<file path="src/rtl/vc_icache_pkg.sv">
// Shared parameters, types and address-field helpers for the ifetch instruction cache.
package vc_icache_pkg;

   localparam int unsigned ADDR_W     = 32;
   localparam int unsigned INSTR_W    = 32;
   localparam int unsigned LINE_WORDS = 4;
   localparam int unsigned NUM_LINES  = 16;

   localparam int unsigned BYTE_W = 2;
   localparam int unsigned OFF_W  = $clog2(LINE_WORDS);
   localparam int unsigned IDX_W  = $clog2(NUM_LINES);
   localparam int unsigned TAG_W  = ADDR_W - BYTE_W - OFF_W - IDX_W;

   typedef enum logic [1:0] {
      ST_IDLE      = 2'd0,
      ST_MISS_REQ  = 2'd1,
      ST_MISS_FILL = 2'd2,
      ST_RESPOND   = 2'd3
   } icache_state_e;

   // Response payload: op1 is the even word of the pair, op2 the following word.
   typedef struct packed {
      logic [INSTR_W-1:0] op2;
      logic [INSTR_W-1:0] op1;
   } icache_pair_t;

   typedef logic [LINE_WORDS-1:0][INSTR_W-1:0] icache_line_t;

   function automatic logic [TAG_W-1:0] get_tag(input logic [ADDR_W-1:0] addr);
      return addr[ADDR_W-1 -: TAG_W];
   endfunction

   function automatic logic [IDX_W-1:0] get_idx(input logic [ADDR_W-1:0] addr);
      return addr[BYTE_W+OFF_W +: IDX_W];
   endfunction

   function automatic logic [OFF_W-1:0] get_word(input logic [ADDR_W-1:0] addr);
      return addr[BYTE_W +: OFF_W];
   endfunction

endpackage

</file>
<file path="src/rtl/icache_array.sv">
// Tag/valid/data storage: word-granular synchronous fill writes, combinational read,
// and a one-cycle invalidate of every line.
module icache_array
   import vc_icache_pkg::*;
(
   input  logic               clk,
   input  logic               reset,
   input  logic               i_inval,
   input  logic               i_word_we,
   input  logic               i_line_we,
   input  logic [IDX_W-1:0]   i_widx,
   input  logic [OFF_W-1:0]   i_wword,
   input  logic [INSTR_W-1:0] i_wdata,
   input  logic [TAG_W-1:0]   i_wtag,
   input  logic [IDX_W-1:0]   i_ridx,
   output logic               o_valid_c,
   output logic [TAG_W-1:0]   o_tag_c,
   output icache_line_t       o_line_c
);

   logic [NUM_LINES-1:0] r_valid;
   logic [TAG_W-1:0]     r_tag  [NUM_LINES];
   icache_line_t         r_data [NUM_LINES];

   // Only the valid bits are reset; stale tag/data are unreachable while invalid.
   always_ff @(posedge clk or negedge reset) begin
      if (!reset) begin
         r_valid <= '0;
      end else if (i_inval) begin
         r_valid <= '0;
      end else if (i_line_we) begin
         r_valid[i_widx] <= 1'b1;
      end
   end

   always_ff @(posedge clk) begin
      if (i_word_we) begin
         r_data[i_widx][i_wword] <= i_wdata;
      end
      if (i_line_we) begin
         r_tag[i_widx] <= i_wtag;
      end
   end

   assign o_valid_c = r_valid[i_ridx];
   assign o_tag_c   = r_tag[i_ridx];
   assign o_line_c  = r_data[i_ridx];

endmodule

</file>
<file path="src/rtl/icache_resp_unit.sv">
// Direct-mapped read-only instruction cache answering ifetch with aligned opcode pairs,
// refilling whole lines from memory on a miss.
module icache_resp_unit
   import vc_icache_pkg::*;
(
   input  logic                 clk,
   input  logic                 reset,
   input  logic                 icache_req,
   input  logic [ADDR_W-1:0]    icache_req_addr,
   output logic                 icache_busy,
   output logic                 icache_rsp,
   output logic [2*INSTR_W-1:0] icache_rsp_data,
   input  logic                 flush,
   output logic                 mem_req,
   output logic [ADDR_W-1:0]    mem_req_addr,
   input  logic                 mem_req_rdy,
   input  logic                 mem_rsp,
   input  logic [INSTR_W-1:0]   mem_rsp_data
);

   icache_state_e      r_state, w_state_nxt;
   logic [ADDR_W-1:0]  r_addr, w_addr_nxt;
   logic [OFF_W-1:0]   r_cnt, w_cnt_nxt;
   logic               r_flush_pend, w_flush_nxt;
   logic               r_busy, w_busy_nxt;
   logic               r_rsp, w_rsp_nxt;
   icache_pair_t       r_rsp_data, w_rsp_data_nxt;
   logic               r_mem_req, w_mem_req_nxt;
   logic [ADDR_W-1:0]  r_mem_addr, w_mem_addr_nxt;

   logic               w_inval, w_word_we, w_line_we;
   logic [ADDR_W-1:0]  w_laddr;
   logic [ADDR_W-1:0]  w_fill_addr;
   logic [OFF_W-1:0]   w_word, w_lo_sel, w_hi_sel;
   logic               w_valid, w_hit;
   logic [TAG_W-1:0]   w_tag;
   icache_line_t       w_line;

   // Lookups use the incoming address while idle, the captured miss address otherwise.
   assign w_laddr     = (r_state == ST_IDLE) ? icache_req_addr : r_addr;
   assign w_word      = get_word(w_laddr);
   assign w_lo_sel    = w_word & ~OFF_W'(1);
   assign w_hi_sel    = w_word | OFF_W'(1);
   assign w_fill_addr = {get_tag(w_laddr), get_idx(w_laddr), (BYTE_W+OFF_W)'(0)};
   assign w_hit       = w_valid & (w_tag == get_tag(w_laddr)) & ~flush;

   icache_array u_array (
      .clk       (clk),
      .reset     (reset),
      .i_inval   (w_inval),
      .i_word_we (w_word_we),
      .i_line_we (w_line_we),
      .i_widx    (get_idx(r_addr)),
      .i_wword   (r_cnt),
      .i_wdata   (mem_rsp_data),
      .i_wtag    (get_tag(r_addr)),
      .i_ridx    (get_idx(w_laddr)),
      .o_valid_c (w_valid),
      .o_tag_c   (w_tag),
      .o_line_c  (w_line)
   );

   always_ff @(posedge clk or negedge reset) begin
      if (!reset) begin
         r_state      <= ST_IDLE;
         r_addr       <= '0;
         r_cnt        <= '0;
         r_flush_pend <= 1'b0;
         r_busy       <= 1'b0;
         r_rsp        <= 1'b0;
         r_rsp_data   <= '0;
         r_mem_req    <= 1'b0;
         r_mem_addr   <= '0;
      end else begin
         r_state      <= w_state_nxt;
         r_addr       <= w_addr_nxt;
         r_cnt        <= w_cnt_nxt;
         r_flush_pend <= w_flush_nxt;
         r_busy       <= w_busy_nxt;
         r_rsp        <= w_rsp_nxt;
         r_rsp_data   <= w_rsp_data_nxt;
         r_mem_req    <= w_mem_req_nxt;
         r_mem_addr   <= w_mem_addr_nxt;
      end
   end

   always_comb begin
      w_state_nxt    = r_state;
      w_addr_nxt     = r_addr;
      w_cnt_nxt      = r_cnt;
      w_flush_nxt    = r_flush_pend;
      w_rsp_nxt      = 1'b0;
      w_rsp_data_nxt = r_rsp_data;
      w_mem_req_nxt  = 1'b0;
      w_mem_addr_nxt = r_mem_addr;
      w_inval        = 1'b0;
      w_word_we      = 1'b0;
      w_line_we      = 1'b0;

      case (r_state)
         ST_IDLE: begin
            w_inval = flush;
            if (icache_req) begin
               if (w_hit) begin
                  w_rsp_nxt          = 1'b1;
                  w_rsp_data_nxt.op1 = w_line[w_lo_sel];
                  w_rsp_data_nxt.op2 = w_line[w_hi_sel];
               end else begin
                  w_state_nxt    = ST_MISS_REQ;
                  w_addr_nxt     = icache_req_addr;
                  w_mem_req_nxt  = 1'b1;
                  w_mem_addr_nxt = w_fill_addr;
               end
            end
         end
         ST_MISS_REQ: begin
            w_flush_nxt = r_flush_pend | flush;
            if (mem_req_rdy) begin
               w_state_nxt = ST_MISS_FILL;
               w_cnt_nxt   = '0;
            end else begin
               w_mem_req_nxt = 1'b1;
            end
         end
         ST_MISS_FILL: begin
            w_flush_nxt = r_flush_pend | flush;
            if (mem_rsp) begin
               w_word_we = 1'b1;
               w_cnt_nxt = r_cnt + OFF_W'(1);
               // The final beat is always the odd word of the last pair; forward it.
               if (r_cnt == OFF_W'(LINE_WORDS-1)) begin
                  w_line_we          = 1'b1;
                  w_state_nxt        = ST_RESPOND;
                  w_rsp_nxt          = 1'b1;
                  w_rsp_data_nxt.op1 = w_line[w_lo_sel];
                  w_rsp_data_nxt.op2 = (w_hi_sel == OFF_W'(LINE_WORDS-1)) ?
                                       mem_rsp_data : w_line[w_hi_sel];
               end
            end
         end
         ST_RESPOND: begin
            w_state_nxt = ST_IDLE;
            w_inval     = r_flush_pend | flush;
            w_flush_nxt = 1'b0;
         end
         default: begin
            w_state_nxt = ST_IDLE;
         end
      endcase

      w_busy_nxt = (w_state_nxt != ST_IDLE) | w_flush_nxt;
   end

   assign icache_busy     = r_busy;
   assign icache_rsp      = r_rsp;
   assign icache_rsp_data = r_rsp_data;
   assign mem_req         = r_mem_req;
   assign mem_req_addr    = r_mem_addr;

endmodule

</file>
<file path="config.mk">
export PLATFORM = sky130hd
export DESIGN_NAME = icache_resp_unit
export DESIGN_NICKNAME = d
export VERILOG_FILES = /design/src/rtl/vc_icache_pkg.sv /design/src/rtl/icache_array.sv /design/src/rtl/icache_resp_unit.sv
export SDC_FILE = /design/constraint.sdc
export NUM_CORES = 2
export LEC_CHECK = 0
export CAP_MARGIN = 30
export CELL_PAD_IN_SITES_DETAIL_PLACEMENT = 1
export CELL_PAD_IN_SITES_GLOBAL_PLACEMENT = 2
export CORE_MARGIN = 10
export CORE_UTILIZATION = 30
export DETAILED_ROUTE_END_ITERATION = 10
export HOLD_SLACK_MARGIN = 0.05
export MAX_ROUTING_LAYER = met4
export PLACE_DENSITY_LB_ADDON = 0.1
export SLEW_MARGIN = 20
export SYNTH_ARGS = -nofsm -noshare
export SYNTH_HDL_FRONTEND = slang
export SYNTH_SLANG_ARGS = --single-unit
</file>
<file path="constraint.sdc">
create_clock -name clk -period 5.63 [get_ports clk]
set_input_delay 1.126 -clock clk [delete_from_list [all_inputs] [get_ports clk]]
set_output_delay 1.126 -clock clk [all_outputs]
set_load 0.01 [all_outputs]
</file>
Word-level counts from Yosys, hierarchy flattened
Memories as Yosys holds them, arrays and structs flattened.
Cells that the tools add are included.
{"block": "totals", "memories": 2, "wordCells": 95, "ram_bits": 2432, "output_inout_bits": 99, "ff_bits": 148}
{"block": "classes", "n_reduce_logical": 11, "n_mux": 46, "bitwise_logic": 7, "add_sub_neg": 1, "n_lt_le_gt_ge": 7, "n_eq_ne": 10}
{"memory": "u_array.r_data", "words": 16, "word_bits": 128, "read_ports": 1, "rd_clocked_by_memory_dff": 0, "write_ports": 1, "line": "icache_array.sv:23", "source": "icache_line_t r_data [NUM_LINES];"}
{"memory": "u_array.r_tag", "words": 16, "word_bits": 24, "read_ports": 1, "rd_clocked_by_memory_dff": 0, "write_ports": 1, "line": "icache_array.sv:22", "source": "logic [TAG_W-1:0] r_tag [NUM_LINES];"}
{"cell": "$mux 64", "count": 4}
{"cell": "$mux 32", "count": 7}
{"cell": "$mux 128", "count": 1}
{"cell": "$pmux 64 s2", "count": 1}
{"cell": "$demux 32 s2", "count": 1}
{"cell": "$mux 16", "count": 2}
{"cell": "$eq 24x24->1", "count": 1}
{"cell": "$or 16x16->16", "count": 1}
{"cell": "$mux 1", "count": 15}
{"cell": "$mux 2", "count": 7}
{"cell": "$lt 4x5->1 const B", "count": 2}
{"cell": "$ne 2x2->1 const B", "count": 5}
{"cell": "$lt 2x3->1 const B", "count": 3}
{"cell": "$pmux 1 s2", "count": 4}
{"cell": "$pmux 2 s4", "count": 1}
{"cell": "$reduce_bool 2->1", "count": 4}
{"cell": "$eq 2x2->1 const B", "count": 3}
{"cell": "$reduce_and 3->1", "count": 2}
{"cell": "$reduce_and 5->1", "count": 1}
{"cell": "$bmux 1 s4", "count": 1}
{"cell": "$demux 1 s4", "count": 1}
{"cell": "$ge 4x1->1 const B", "count": 1}
{"cell": "$pmux 2 s2", "count": 1}
{"cell": "$add 2x1->2 const B", "count": 1}
{"cell": "8 further kinds", "count": 12}

Longest topological paths before layout
{"block": "logic_depth", "depth_word": 11, "depth_mapped": 20}

By module
From an unflattened synthesis, not the netlist that was laid out.
{"block": "unflattened", "cells_unflattened": 4393, "area_unflattened_um2": 99060.0}
{"mod": "icache_array", "cells_per_inst": 3795, "seq_area_each_um2": 73430.4, "n_inst": 1, "area_each_um2": 92630.1}
{"mod": "icache_resp_unit", "cells_per_inst": 598, "seq_area_each_um2": 3228.1, "n_inst": 1, "area_each_um2": 6429.9}

Worst setup path before layout
OpenSTA, ideal clock, no wires.
{"block": "synth_path", "path_kind": "input to register", "start": "input port icache_req_addr[6]", "end": "register r_mem_addr[17], in the netlist mem_req_addr[17]", "n_path_buf": 4, "cell_stages": 14, "t_arrival_ns": 3.987, "slack_ns": 1.518, "cell_sequence": "clkbuf_1 -> mux2i_1 -> nand2_1 -> o22ai_1 -> a211o_1 -> a2111oi_0 -> a311oi_1 -> a2111oi_4 -> and2_1 -> buf_4 -> a21oi_2 -> buf_6 -> buf_6 -> mux2_4"}
{"block": "synth_via", "elab_chain_cells": 7}
{"element": "start, declared", "line": "icache_resp_unit.sv:9", "source": "input logic [ADDR_W-1:0] icache_req_addr,"}
{"element": "$mux 32 *", "line": "icache_resp_unit.sv:40", "source": "assign w_laddr = (r_state == ST_IDLE) ? icache_req_addr : r_addr;"}
{"element": "$mem_v2 16x24 / $bmux 1 s4 (equally long branches)"}
{"element": "$eq 24x24->1 / $mux 1 (equally long branches)", "line": "icache_resp_unit.sv:45, icache_array.sv:45"}
{"element": "$and 1x1->1 * (2 in a row)", "line": "icache_resp_unit.sv:45", "source": "assign w_hit = w_valid & (w_tag == get_tag(w_laddr)) & ~flush;"}
{"element": "$not 1->1 (no line) *"}
{"element": "$reduce_and 3->1 (no line) *"}
{"element": "end signal, assigned", "line": "icache_resp_unit.sv:83", "source": "r_mem_addr <= w_mem_addr_nxt;"}
{"element": "end, declared", "line": "icache_resp_unit.sv:29", "source": "logic [ADDR_W-1:0] r_mem_addr, w_mem_addr_nxt;"}
Every way passes the cells marked *; elsewhere a longest branch is shown, timed or not. The select of a mux whose other input is x is not followed.
A chain may end at the register's enable or synchronous reset.

Worst setup path in the final report
{"block": "layout_path", "start": "register r_state[0]", "end": "register r_addr[29]"}
{"block": "layout_via", "elab_chain_cells": 8}
{"element": "start, declared", "line": "icache_resp_unit.sv:21", "source": "icache_state_e r_state, w_state_nxt;"}
{"element": "start signal, assigned", "line": "icache_resp_unit.sv:75", "source": "r_state <= w_state_nxt;"}
{"element": "$logic_not 2->1 *", "line": "icache_resp_unit.sv:40, icache_resp_unit.sv:100"}
{"element": "$mux 32", "line": "icache_resp_unit.sv:40"}
{"element": "$mem_v2 16x24 / $bmux 1 s4 (equally long branches)"}
{"element": "$eq 24x24->1 / $mux 1 (equally long branches)", "line": "icache_resp_unit.sv:45, icache_array.sv:45"}
{"element": "$and 1x1->1 (2 in a row)", "line": "icache_resp_unit.sv:45"}
{"element": "$not 1->1 (no line)"}
{"element": "$reduce_and 3->1 (no line) *"}
{"element": "end signal, assigned", "line": "icache_resp_unit.sv:76", "source": "r_addr <= w_addr_nxt;"}
{"element": "end, declared", "line": "icache_resp_unit.sv:22", "source": "logic [ADDR_W-1:0] r_addr, w_addr_nxt;"}
Marks and branches as above.

==> metrics.md <==
| Metric | Value |
|---|---|
| Status | `complete, no violations` |
| Yosys reg bits | `2577` |
| Nets | `8393` |
| Crit path DAT | `6120 ps` |
| Startpoint types | `flop` |
| Slew of the pin with the lowest slew margin | `1080 ps` |
| Width of the die | `613 um` |
| Worst R2R End | `r_addr[29]` |
| Combinational share of power | `0.400` |
| CTS tree | `yes` |
| First-pass GRT wire length | `550000 um` |
| Largest cells by area after synthesis | `edfxtp_1, nand2_1, dfrtp_1` |
| Ys Warns | `0` |
| Rows | `217` |
| Endpoint class of the critical path | `flop` |
| Final setup viols | `0` |
| Synth Area in Simple Gates | `0.139` |
| Register share of total power | `0.322` |
| EDFF count, synth | `2432` |
| Post-DP HPWL | `222000 um` |
| Clock Sinks | `2577` |
| Ports | `169` |
| Reg area | `0.0767 mm^2` |
| Critical Path End | `r_addr[29]` |
| Cell internal pwr | `42700 uW` |
| Setup WS pre-CTS | `-15.7 ps` |
| Crit-path max FO | `27` |
| Clock share of power | `0.279` |
| Worst Skew | `43.3 ps` |
| Clock Tree Root | `clkbuf_16` |
| First-pass iteration count of the detailed router | `6` |
| Slew Limit Fails | `0` |
| Area leader, netlist | `edfxtp_1` |
| Core ar. | `0.350 mm^2` |
| Die Height | `613 um` |
| Worst vdd ir | `0.000400 V` |
| Area delta synth->final | `18.7%` |
| Syn Area/Cell | `13.2 um^2` |
| Placed Cells | `12600` |
| Area occupied by multi-input gates | `0.0273 mm^2` |
| Sw Share | `0.394` |
| Crit. Startpoint | `r_state[0]` |
| Vias in the first global route | `71700` |
| # hold bufs at CTS | `0` |
| Largest family of logic cells by synthesized area | `simple AND/OR/NAND/NOR gates` |
| Routed WL | `390000 um` |
| Synth Area in Compound Gates | `0.0704` |
| GRT overflow | `0` |
| Power Density | `562 mW/mm^2` |
| Sw Pwr | `27800 uW` |
| Mux contribution to synthesized area | `0.0376` |
| Commonest non-fill, non-tap cell in the layout | `edfxtp_1` |
| Synth cell types | `73` |
| Routed Antenna Nets | `0` |
| Ys async rst share | `0.0563` |
| CTS Buf Count | `311` |
| H-tree depth | `5` |
| Post-synthesis sequential area ratio | `0.726` |
| Clock latency on the worst-skew pair | `920 ps` |
| Hold Crit Class | `in2async` |
| Synth Area in Adders | `0.00107` |
| Vias/cell | `5.25` |
| Starting density of the core | `0.302` |
| Util after Layout | `0.358` |
| Post-synth top area share | `0.692` |
| Clk buf depth | `4` |
| Setup total negative slack | `0 ps` |
| Worst path required time | `6420 ps` |
| Critical path buffers and inverters | `4` |
| Antenna violations before repair | `22` |
| Commonest non-fill, non-tap cells in the layout | `edfxtp_1, nand2_1, nand3_1, buf_4, clkbuf_16` |
| PortBufs | `161` |
| CTS resizes | `0` |
| Crit Path Class | `reg2reg` |
| Die area | `0.376 mm^2` |
| Mapped Cells | `7988` |
| Final Critical Period | `5330 ps` |
| CP max-delay cell | `mux2i_4` |
| Final Wtd Congestion | `0.779` |
| Critical path's top delay family | `simple AND/OR/NAND/NOR gates` |
| CP peak stage delay | `710 ps` |
| Critical Path, Cell by Cell | `inv_1 > ha_4 > mux2i_4 > nand2_1 > o22ai_1 > a21oi_1 > a311oi_1 > nand4b_1 > nor4_1 > buf_4 > and4_2 > buf_12 > a21oi_4 > buf_12 > mux2_4` |
| Static Leak | `0.0429 uW` |
| Prevailing post-synth register cell | `edfxtp_1` |
| WL/cell | `29.6 um` |
| Clock-pin slew on the worst setup and hold paths | `60 ps` |
| Max Cap Viol | `0` |
| Synth Area in XOR/XNOR | `0.00158` |
| 1st-iter DRT viols | `5279` |
| Total stage count of the critical path | `15` |
| Worst r2r src | `r_state[0]` |
| Final period utilization | `0.946` |
| Via count | `69200` |
| Number of remaining DRC errors | `0` |
| Fillers | `36200` |
| Cell count of the worst reg-to-reg path | `15` |
| Crit path top cell by count | `buf_12` |
| Total power | `70400 uW` |
| Gr usage total | `0.207` |
| Reg-to-reg slack, setup | `300 ps` |
| Fmax | `188 MHz` |
| Layout cell share with drive strength beyond 1 | `0.129` |
| Largest net degree at the start of global routing | `127` |
| Post-Syn Area | `0.106 mm^2` |
| Post-CTS setup repair buffer count | `0` |
| RSZ-0062 raised after global routing | `no` |
| Post-route setup slack | `301 ps` |
| Finished Layout Cells | `13200` |
| Final Hold Fails | `0` |
| Max-Slew Margin vs Limit | `0.268` |
==> flip-flops by register name, summed over array words and instances, names as in the netlist <==
| signal | flops |
|---|---|
| r_addr | 29 |
| icache_rsp_data | 64 |
| r_cnt | 2 |
| u_array.r_data | 2048 |
| u_array.r_tag | 384 |
| u_array.r_valid | 16 |
| icache_busy | 1 |
| r_state | 2 |
| icache_rsp | 1 |
| r_flush_pend | 1 |
| mem_req_addr | 28 |
| mem_req | 1 |
==> per-layer routing <==
layer,up-vias,wire length [um],track usage
li1,30500,-,-
met1,36800,178000,0.278
met2,1375,187000,0.338
met3,525,13900,0.0198
met4,0,10300,0.0514
met5,-,0,-
==> logic make-up after synthesis <==
group / count (synthesis)
XOR/XNOR: 19
flip-flops: 2577
AND/OR/NAND/NOR: 3421
buffers and inverters: 599
adder cells (fa/ha/maj): 9
multiplexers: 323
other: 1
AO/OA/AOI/OAI: 1039
==> power by group through the flow <==
| stage | clock, uW | sequential, uW | combinational [uW] |
|---|---|---|---|
| 2_1_floorplan | 0 | 22800 | 15400 |
| 3_3_place_gp | 0 | 23000 | 28300 |
| 3_5_place_dp | 0 | 23100 | 28700 |
| 4_1_cts | 20200 | 22700 | 28800 |
| 5_1_grt | 20900 | 22700 | 30500 |
| 6_report | 19600 | 22700 | 28200 |
==> per-stage QoR <==
stage | hold slack [ps] | cell area, um^2
finish | 190 | 125000
global placement | 474 | 115000
CTS | 143 | 125000
detailed placement | 488 | 115000
global route | 190 | 125000
floorplan | 465 | 106000
==> worst min path at each step <==
stage	from	endpoint	slack [ps]	cells past startpoint
finish	reset	icache_rsp_data[35]	190	1
global route	reset	icache_rsp_data[35]	190	1
CTS	reset	icache_rsp_data[33]	140	1
detailed placement	u_array.r_valid[13]	u_array.r_valid[13]	490	1
global placement	u_array.r_valid[1]	u_array.r_valid[1]	470	1
floorplan	u_array.r_valid[10]	u_array.r_valid[10]	460	1
==> layout make-up <==
class | count | area share
flip-flops and latches | 2577 | 0.612
multi-input cells | 4815 | 0.218
clock buffers | 435 | 0.0692
well taps | 4599 | 0.0459
repair buffers | 588 | 0.0450
clock inverters | 126 | 0.00890
inverters | 21 | 0.000629
diodes | 13 | 0.000260
==> cell usage after synthesis, types with 13 or more instances <==
library cell and count:
nor3_1 124, o22a_1 19, buf_4 23, buf_1 60
edfxtp_1 2432, o211ai_1 47, buf_6 13, nand2_1 1946
a311oi_1 267, buf_2 72, mux2_2 41, xnor2_1 14
mux2i_1 210, and3_1 262, o21ai_0 145, mux4_2 43
o21bai_1 43, a22oi_1 16, a21oi_1 151, a211oi_1 14
nor2b_1 32, nand3_1 644, dfrtp_1 145, o22ai_1 68
a2111oi_0 33, nor2_1 348, clkbuf_1 410, mux2_4 28
inv_1 20, nand2b_1 35, o21a_1 18, o31ai_1 47
o311ai_0 33, a31oi_1 73
Power figures use the tool's default switching activity.
